<file path="src/rtl/insn_mem_loader_pkg.sv">
// rtl/insn_mem_loader_pkg.sv - shared constants and loader state encoding
`timescale 1ps/1ps
package insn_mem_loader_pkg;

   localparam int DEPTH          = 32;
   localparam int ADDR_W         = 5;
   localparam int PC_WIDTH       = 32;
   localparam int WORD_WIDTH     = 32;
   localparam int LOAD_LEN_BYTES = 2;
   localparam int CNT_W          = 16;

   localparam logic [WORD_WIDTH-1:0] NOP_INSN = 32'h0000_0013;

   // Loader FSM states; RUN is the only state in which the CPU is enabled
   typedef enum logic [1:0] {
      ST_IDLE = 2'd0,
      ST_LEN  = 2'd1,
      ST_DATA = 2'd2,
      ST_RUN  = 2'd3
   } load_state_t;

endpackage

</file>
<file path="src/rtl/insn_mem_array.sv">
// rtl/insn_mem_array.sv - instruction word storage, sync write, comb read
`timescale 1ps/1ps
module insn_mem_array
   import insn_mem_loader_pkg::*;
(
   input  logic                  clk,
   input  logic                  i_we,
   input  logic [ADDR_W-1:0]     i_waddr,
   input  logic [WORD_WIDTH-1:0] i_wdata,
   input  logic [ADDR_W-1:0]     i_raddr,
   output logic [WORD_WIDTH-1:0] o_rdata
);

   logic [WORD_WIDTH-1:0] r_mem [DEPTH];

   // Contents are deliberately not reset; a program load defines them
   always_ff @(posedge clk) begin
      if (i_we) begin
         r_mem[i_waddr] <= i_wdata;
      end
   end

   assign o_rdata = r_mem[i_raddr];

endmodule

</file>
<file path="src/rtl/insn_mem_loader.sv">
// rtl/insn_mem_loader.sv - byte-stream program loader, CPU run gate and fetch responder
`timescale 1ps/1ps
module insn_mem_loader
   import insn_mem_loader_pkg::*;
(
   input  logic                  clk,
   input  logic                  rst,
   input  logic                  load_start,
   input  logic [7:0]            rx_data,
   input  logic                  rx_valid,
   output logic                  rx_ready,
   output logic                  cpu_en,
   input  logic                  rd_insn_en,
   input  logic [PC_WIDTH-1:0]   pc,
   output logic [WORD_WIDTH-1:0] insn,
   output logic                  insn_misalign,
   output logic                  load_overflow
);

   localparam logic [PC_WIDTH-1:0] PC_LIMIT  = PC_WIDTH'(DEPTH * 4);
   localparam logic [CNT_W-1:0]    WIDX_LIM  = CNT_W'(DEPTH);
   localparam logic [1:0]          LEN_LAST  = 2'(LOAD_LEN_BYTES - 1);

   load_state_t           r_state;
   load_state_t           w_next_state;
   logic                  r_cpu_en;
   logic                  r_overflow;
   logic [1:0]            r_byte_cnt;
   logic [CNT_W-1:0]      r_len;
   logic [CNT_W-1:0]      r_widx;
   logic [23:0]           r_word;

   logic                  w_rx_ready;
   logic                  w_fire;
   logic                  w_word_done;
   logic                  w_last_word;
   logic [CNT_W-1:0]      w_len_full;
   logic                  w_we;
   logic [WORD_WIDTH-1:0] w_rdata;

   // A coincident load_start always wins, so the byte on that cycle is refused
   assign w_rx_ready  = ((r_state == ST_LEN) || (r_state == ST_DATA)) && !load_start;
   assign w_fire      = rx_valid && w_rx_ready;
   assign w_word_done = w_fire && (r_state == ST_DATA) && (r_byte_cnt == 2'd3);
   assign w_last_word = (r_widx == (r_len - CNT_W'(1)));
   assign w_len_full  = {rx_data, r_len[7:0]};
   // Words past the array end are still consumed so the stream stays framed
   assign w_we        = w_word_done && (r_widx < WIDX_LIM);

   // State register
   always_ff @(posedge clk or posedge rst) begin
      if (rst) begin
         r_state <= ST_IDLE;
      end else begin
         r_state <= w_next_state;
      end
   end

   // Next-state logic; load_start restarts the load from any state
   always_comb begin
      w_next_state = r_state;
      if (load_start) begin
         w_next_state = ST_LEN;
      end else begin
         case (r_state)
            ST_IDLE: w_next_state = ST_IDLE;
            ST_LEN: begin
               if (w_fire && (r_byte_cnt == LEN_LAST)) begin
                  w_next_state = (w_len_full == '0) ? ST_RUN : ST_DATA;
               end
            end
            ST_DATA: begin
               if (w_word_done && w_last_word) begin
                  w_next_state = ST_RUN;
               end
            end
            ST_RUN:  w_next_state = ST_RUN;
            default: w_next_state = ST_IDLE;
         endcase
      end
   end

   // Byte assembly, word counting, overflow flag and registered run gate
   always_ff @(posedge clk or posedge rst) begin
      if (rst) begin
         r_cpu_en   <= 1'b0;
         r_overflow <= 1'b0;
         r_byte_cnt <= 2'd0;
         r_len      <= '0;
         r_widx     <= '0;
         r_word     <= '0;
      end else begin
         r_cpu_en <= (w_next_state == ST_RUN);
         if (load_start) begin
            r_overflow <= 1'b0;
            r_byte_cnt <= 2'd0;
            r_len      <= '0;
            r_widx     <= '0;
            r_word     <= '0;
         end else if (w_fire) begin
            if (r_state == ST_LEN) begin
               if (r_byte_cnt == LEN_LAST) begin
                  r_len[15:8] <= rx_data;
                  r_byte_cnt  <= 2'd0;
               end else begin
                  r_len[7:0]  <= rx_data;
                  r_byte_cnt  <= r_byte_cnt + 2'd1;
               end
            end else begin
               r_byte_cnt <= r_byte_cnt + 2'd1;
               case (r_byte_cnt)
                  2'd0: r_word[7:0]   <= rx_data;
                  2'd1: r_word[15:8]  <= rx_data;
                  2'd2: r_word[23:16] <= rx_data;
                  default: begin
                     r_widx <= r_widx + CNT_W'(1);
                     if (r_widx >= WIDX_LIM) begin
                        r_overflow <= 1'b1;
                     end
                  end
               endcase
            end
         end
      end
   end

   insn_mem_array u_array (
      .clk     (clk),
      .i_we    (w_we),
      .i_waddr (r_widx[ADDR_W-1:0]),
      .i_wdata ({rx_data, r_word}),
      .i_raddr (pc[ADDR_W+1:2]),
      .o_rdata (w_rdata)
   );

   // Fetch mux: zero-latency read, NOP for misaligned or out-of-range pc
   always_comb begin
      insn          = '0;
      insn_misalign = 1'b0;
      if (rd_insn_en && r_cpu_en) begin
         if (pc[1:0] != 2'b00) begin
            insn          = NOP_INSN;
            insn_misalign = 1'b1;
         end else if (pc >= PC_LIMIT) begin
            insn = NOP_INSN;
         end else begin
            insn = w_rdata;
         end
      end
   end

   assign rx_ready      = w_rx_ready;
   assign cpu_en        = r_cpu_en;
   assign load_overflow = r_overflow;

endmodule

</file>
<file path="config.mk">
export PLATFORM = sky130hd
export DESIGN_NAME = insn_mem_loader
export DESIGN_NICKNAME = d
export VERILOG_FILES = /design/src/rtl/insn_mem_loader_pkg.sv /design/src/rtl/insn_mem_array.sv /design/src/rtl/insn_mem_loader.sv
export SDC_FILE = /design/constraint.sdc
export NUM_CORES = 1
export LEC_CHECK = 0
export CORE_ASPECT_RATIO = 2
export CORE_MARGIN = 1.5
export CORE_UTILIZATION = 45
export DETAILED_ROUTE_END_ITERATION = 8
export GPL_TIMING_DRIVEN = 0
export HOLD_SLACK_MARGIN = 0.06
export PLACE_DENSITY = 0.61
export REMOVE_ABC_BUFFERS = 1
export SLEW_MARGIN = 20
export SYNTH_ARGS = -nofsm -noshare
export SYNTH_HDL_FRONTEND = slang
export SYNTH_SLANG_ARGS = --single-unit
export TNS_END_PERCENT = 1
</file>
<file path="constraint.sdc">
create_clock -name clk -period 4.77 [get_ports clk]
set_clock_uncertainty 0.05 [all_clocks]
set_input_delay 0.954 -clock clk [delete_from_list [all_inputs] [get_ports clk]]
set_output_delay 0.954 -clock clk [all_outputs]
set_load 0.005 [all_outputs]
</file>
* Yosys cells after proc, flatten, opt, wreduce, memory -nomap -nowiden
Memory sizes are Yosys's and may differ from the RTL's.
Cells that the tools add are included.
** Word-level totals
- Bits in latches :: 0
- Bits in writable memories :: 1024
- Bits of input ports :: 45
- Bits in registers :: 62
- Memories kept :: 1
- Output and inout bits :: 36
- Word-level logic and storage cells :: 91
- Bits in read-only memories :: 0
** Memory list
- u_array.r_mem :: depth 32, bits a word 32, read ports 1, clocked after memory_dff 0, write ports 1, RTL line insn_mem_array.sv:14 : logic [WORD_WIDTH-1:0] r_mem [DEPTH];
** Cells by class
- Shift-type cells :: 0
- Div/mod/pow operators :: 0
- Bitwise gates (word level) :: 0
- Mux-type cells :: 35
- Reduce and logical (&&, ||, !) cells :: 28
- Add/sub/neg operators :: 3
- $mul :: 0
- Order comparisons :: 3
- Eq/ne operators :: 11
** Operator list (count)
- $mux 16 :: 7
- $mux 32 :: 3
- $mux 24 :: 3
- $ge 32x8->1 const B :: 1
- $mux 8 :: 4
- $reduce_and 3->1 :: 6
- $add 16x1->16 const B :: 1
- $eq 16x16->1 :: 1
- $ge 16x6->1 const B :: 1
- $logic_not 16->1 :: 1
- $lt 16x6->1 const B :: 1
- $sub 16x1->16 const B :: 1
- $mux 2 :: 7
- $reduce_bool 2->1 :: 7
- $eq 2x2->1 const B :: 5
- $mux 1 :: 10
- $logic_and 1x1->1 :: 8
- $pmux 2 s4 :: 1
- $eq 2x1->1 const B :: 2
- $logic_not 2->1 :: 2
- $ne 2x2->1 const B :: 2
- $reduce_and 4->1 :: 1
- $reduce_or 3->1 :: 1
- $add 2x1->2 const B :: 1
- other kinds (3) :: 3

* Depth between registers and ports, before layout
- Word-level depth :: 11
- Gate-level depth with buffers :: 9
- Gate-level depth less buffers :: 9

* By module
From an unflattened synthesis, not the netlist that was laid out.
** Second synthesis, totals
- Cell total of the unflattened synthesis :: 2626
- Area total of the unflattened synthesis :: 43400.4 µm²
** Modules (own cells, without submodules)
- insn_mem_array :: times used 1, seq. area each 30749.5 µm², area an instance 39844.5 µm², cells each 2228
- insn_mem_loader :: times used 1, seq. area each 1551.5 µm², area an instance 3555.9 µm², cells each 398

* Worst setup path before layout
No wires, ideal clock.
- Path type :: input port to flip-flop
- From :: in load_start
- To :: mem u_array.r_mem[29][0], enable pin
- Stages on the path :: 5
- Setup time :: 0.421 ns
- Slack :: 1.048 ns
- Path buffers :: 1
- Arrival :: 3.251 ns
- Data required time :: 4.299 ns
- Path through :: clkbuf_1 nand2b_1 nor3_1 nand2_1 nor2_1
** On the way
- Cells in the longest elaborated chain, start to end :: 8
** Ends and longest elaborated chain
- start: declaration :: RTL line insn_mem_loader.sv:8 : input logic load_start,
- $logic_not 1->1 :: RTL line insn_mem_loader.sv:42 : assign w_rx_ready = ((r_state == ST_LEN) || (r_state == ST_DATA)) && !load_start;
- $logic_and 1x1->1 :: RTL line insn_mem_loader.sv:42
- $logic_and 1x1->1 :: RTL line insn_mem_loader.sv:43 : assign w_fire = rx_valid && w_rx_ready;
- $logic_and 1x1->1 (2 in series) :: RTL line insn_mem_loader.sv:44 : assign w_word_done = w_fire && (r_state == ST_DATA) && (r_byte_cnt == 2'd3);
- $logic_and 1x1->1 :: RTL line insn_mem_loader.sv:48 : assign w_we = w_word_done && (r_widx < WIDX_LIM);
- $mux 1 :: RTL line insn_mem_array.sv:18 : if (i_we) begin
- $mux 1 (not written as such) :: RTL line insn_mem_array.sv:19 : r_mem[i_waddr] <= i_wdata;
- end: declaration :: RTL line insn_mem_array.sv:14
Every way passes these cells.

* Worst setup path after layout
- From :: in pc[2]
- To :: out insn[4]
** On the way
- Cells in the longest elaborated chain, start to end :: 4
- Elaborated cells on any way between the ends :: 5
- Classes of those cells :: order compare: 1; mux: 3; memory: 1
** Ends and longest elaborated chain
- start: declaration :: RTL line insn_mem_loader.sv:14 : input logic [PC_WIDTH-1:0] pc,
- $ge 32x8->1 / $mem_v2 32x32 (equally long branches)
- $mux 32 (*) :: RTL line insn_mem_loader.sv:144 : end else if (pc >= PC_LIMIT) begin
- $mux 32 (*) :: RTL line insn_mem_loader.sv:141 : if (pc[1:0] != 2'b00) begin
- $mux 32 (*) :: RTL line insn_mem_loader.sv:140 : if (rd_insn_en && r_cpu_en) begin
- end: declaration :: RTL line insn_mem_loader.sv:15 : output logic [WORD_WIDTH-1:0] insn,
Mark *: on every way between the ends. The rest lies on a longest branch, timed or not.

==> results.py <==
metrics = {
    "worst_hold_path": {
        "min_delay_worst_endpoint": "r_len[15]$_DFFE_PP0P_",
        "worstHoldPathType": "flip-flop to flip-flop",
        "hold_path.startpoint": "r_len[15]$_DFFE_PP0P_",
        "min_path_cells": 2,
    },
    "clock_network": {
        "clk_transition_reported_paths_ns": 0.07,
        "clock_path_buffers": 3,
        "cts-htree-levels": 3,
        "clock_sink_count": 1086,
        "tritoncts": "yes",
        "clk-insertion-delay-late_ns": 0.67,
        "hold_buffers": 0,
        "cts_bufs_inserted": 86,
        "ctsRootBufferMaster": "clkbuf_16",
    },
    "sta": {
        "hold_violations": 0,
        "total_count_of_max_transition_violations_in_the_final_report": 0,
        "fmax_mhz": 211,
        "setup_viol_count_final": 0,
        "finalHoldWorstSlack_ns": 0.468,
        "finalCritPeriodShare": 0.994,
        "timing.slew.headroom": 0.263,
        "worst_slew_pin_slew_ns": 1.10,
        "fin_ws_ns": 0.0268,
        "rsz0062_at_grt": "yes",
        "timing.final.crit_period_ns": 4.74,
    },
    "power": {
        "swShare": 0.210,
        "p_clk_frac": 0.384,
        "p_sw_w": 0.00395,
        "combinationalPowerShare": 0.048,
        "powerDensity_nw_per_um2": 378,
        "finalPower_w": 0.0188,
        "vdd_drop_max_mv": 0.289,
        "p_leak_nw": 16.0,
        "power.internal_w": 0.0149,
        "power.sequential.fraction": 0.568,
    },
    "placed_design": {
        "placement_stage_worst_setup_slack_ns": -1.42,
        "placed_cell_area_sq_um": 46500,
        "dp_hpwl_mm": 65.8,
        "io_buffers": 80,
        "routabilityCongestion": 0.774,
    },
    "setup_path": {
        "regToRegStartpoint": "r_state[0]$_DFF_PP0_",
        "worst_path_bufs_invs": 5,
        "max_stage_delay_ns": 0.55,
        "worst_ep_arrival_time_ns": 3.74,
        "timing.critical_path.cells": "buf_16 -> buf_16 -> buf_8 -> bufbuf_16 -> mux4_2 -> mux4_2 -> mux2i_1 -> a21oi_1 -> clkdlybuf4s50_1",
        "cp.depth": 9,
        "timing.reg2reg.worst_path_depth": 8,
        "worst_setup_path_end_kind": "output pin",
        "critical_path.max_fanout": 18,
        "slowest_stage": "mux4_2",
        "critPathTopFamily": "buffers and inverters",
        "critical_path.startpoint_type": "primary input",
        "worst-endpoint-required_ns": 3.77,
        "critPathKind": "primary input to output pin",
        "crit-reg2reg-capture": "u_array.r_mem[28][11]$_DFFE_PP_",
        "regToRegSetupSlack_ns": 1.03,
        "worst_setup_path_startpoint": "pc[2]",
    },
    "floorplan": {
        "initial_core_util": 0.453,
        "fp-row-count": 159,
        "design.die.area_sq_um": 96300,
        "placeableCoreArea_sq_um": 93700,
        "top_level_ports": 81,
        "die_height_um": 437,
        "die-width_um": 220,
    },
    "drt": {
        "via_per_inst": 6.03,
        "detailedRoute.firstIterationViolations": 2049,
        "routed_length_per_placed_instance_um": 30.8,
        "routedLengthMet1_mm": 38.5,
        "drc_violations_left": 0,
        "met3WireLength_mm": 5.00,
        "maxUsedRoutingLayer": "met4",
        "routed_wirelength_mm": 106,
        "ant_nets": 0,
        "dr.pass1.iters": 5,
        "met2WireLength_mm": 58.5,
        "vias": 20705,
    },
    "global_routing": {
        "global_route_wire_length_before_repair_mm": 153,
        "global_route.usage.total": 0.226,
        "grt_overflow": 0,
        "grt_max_degree": 89,
        "antenna_found_initial": 0,
        "number_of_global_route_vias_before_repair": 22362,
    },
    "synth": {
        "synth_edf_count": 1024,
        "synthFlopType": "edfxtp_1",
        "synth-seq-cells": 1086,
        "syn-cell-area_sq_um": 42500,
        "async_reset_ff_frac": 0.0571,
        "postSynthAreaPerCell_sq_um": 21.3,
        "synth.most_common_cell": "edfxtp_1",
        "synthesis.yosys.warnings": 0,
        "number_of_standard_cells_after_synthesis": 1995,
        "synth_top_cells_by_area": "edfxtp_1 (72%), mux4_2 (15%), dfrtp_1 (3.7%), a211oi_1 (1.0%), mux2i_1 (0.83%)",
        "synth_top_cells_by_count": "edfxtp_1 (1024), mux4_2 (291), nor2_1 (92)",
        "yosys.cell_types.count": 47,
        "netlist.top_cell.by_area": "edfxtp_1",
        "seq_area_frac_synth": 0.761,
        "synth.top_cell.area_share": 0.724,
    },
    "cells_and_area": {
        "fillers": 6993,
        "multi_input_area_sq_um": 9930,
        "finalInstanceArea_sq_um": 49800,
        "register_area_sq_um": 32300,
        "antenna_cells_inserted": 0,
        "area_growth_syn_to_layout_pct": 17.3,
        "final_net_count": 2212,
        "drive_above_1_share": 0.267,
        "finish.utilization": 0.532,
    },
    "run": {
        "max-cap-violations": 0,
    },
    "outcome": {
        "status": "complete, no violations",
    },
}
[routing by layer]
metal	up-vias	GRT usage
met2	709	0.412
met5	-	0
met3	167	0.0311
met1	11222	0.270
met4	0	0.0790
li1	8607	-
[worst max path at each step]
stage	endpoint	slack, ns
after floorplan	u_array.r_mem[29][0]$_DFFE_PP_	1.23
after global placement	insn[30]	-16.40
after detailed placement	insn[20]	-1.42
after CTS	insn[31]	-0.14
after global routing	insn[13]	-0.12
final	insn[4]	0.03
[final cells by class]
class,instances,area share
well taps,1207,0.0303
flip-flops and latches,1086,0.648
multi-input cells,787,0.199
clock buffers,117,0.0486
repair buffers,181,0.0646
clock inverters,40,0.00756
inverters,15,0.00118
[flip-flops by register name, indices dropped and copies added (netlist names)]
register and count:
cpu_en 1, r_word 24, r_state 2, r_widx 16, r_byte_cnt 2, u_array.r_mem 1024
load_overflow 1, r_len 16
[cell families after synthesis]
family                   count (synthesis)  synth area share
AND/OR/NAND/NOR                        254            0.0286
XOR/XNOR                                36           0.00743
buffers and inverters                  122            0.0140
AO/OA/AOI/OAI                          161            0.0236
multiplexers                           326             0.163
adder cells (fa/ha/maj)                 10           0.00295
flip-flops                            1086             0.761
[through the flow]
step                      cells  setup TNS [ns]
after floorplan            1888               0
after global placement     3175        -3102.18
after detailed placement   3252         -101.59
after CTS                  3424           -1.11
after global routing       3433          -0.632
final                      3433               0
[power by group through the flow]
stage / Sequential [W] / Combinational, W / Clock, W
4_1_cts: 0.0107 / 0.000903 / 0.00735
2_1_floorplan: 0.0108 / 0.000440 / 0
3_3_place_gp: 0.0109 / 0.00120 / 0
5_1_grt: 0.0107 / 0.000965 / 0.00767
6_report: 0.0107 / 0.000900 / 0.00723
3_5_place_dp: 0.0109 / 0.000840 / 0
[tightest hold or removal path, cell delays in order (launching register included)]
cell	delay, ns
dfrtp_1	0.37
nand2_1	0.05
o21ai_0	0.06
[cell usage in the layout (no fill, tap or decap), types with 14 or more instances in the layout]
| cell | Yosys | routed |
|---|---|---|
| nand2_1 | 63 | 63 |
| xor2_1 | 16 | 16 |
| clkinv_2 | 0 | 14 |
| clkbuf_1 | 49 | 19 |
| inv_1 | 15 | 14 |
| edfxtp_1 | 1024 | 1024 |
| a211oi_1 | 59 | 50 |
| nor2_1 | 92 | 60 |
| buf_12 | 0 | 21 |
| dfrtp_1 | 62 | 62 |
| nor4_1 | 14 | 14 |
| mux4_2 | 291 | 291 |
| buf_16 | 0 | 60 |
| nor2b_1 | 33 | 33 |
| clkdlybuf4s50_1 | 0 | 58 |
| xnor2_1 | 20 | 20 |
| nor2_4 | 0 | 32 |
| a21oi_1 | 41 | 33 |
| mux2i_1 | 35 | 34 |
| o21ai_0 | 43 | 43 |
| clkbuf_16 | 0 | 89 |
[timing repair]
| action | in CTS | in global routing |
|---|---|---|
| pin swaps | 1 | 0 |
| gates resized for setup | 15 | 20 |
| setup endpoints to repair | 30 | 23 |
| cloned | 11 | 0 |
| buffers inserted | 4 | 9 |
(Power assumes the default switching activity.)
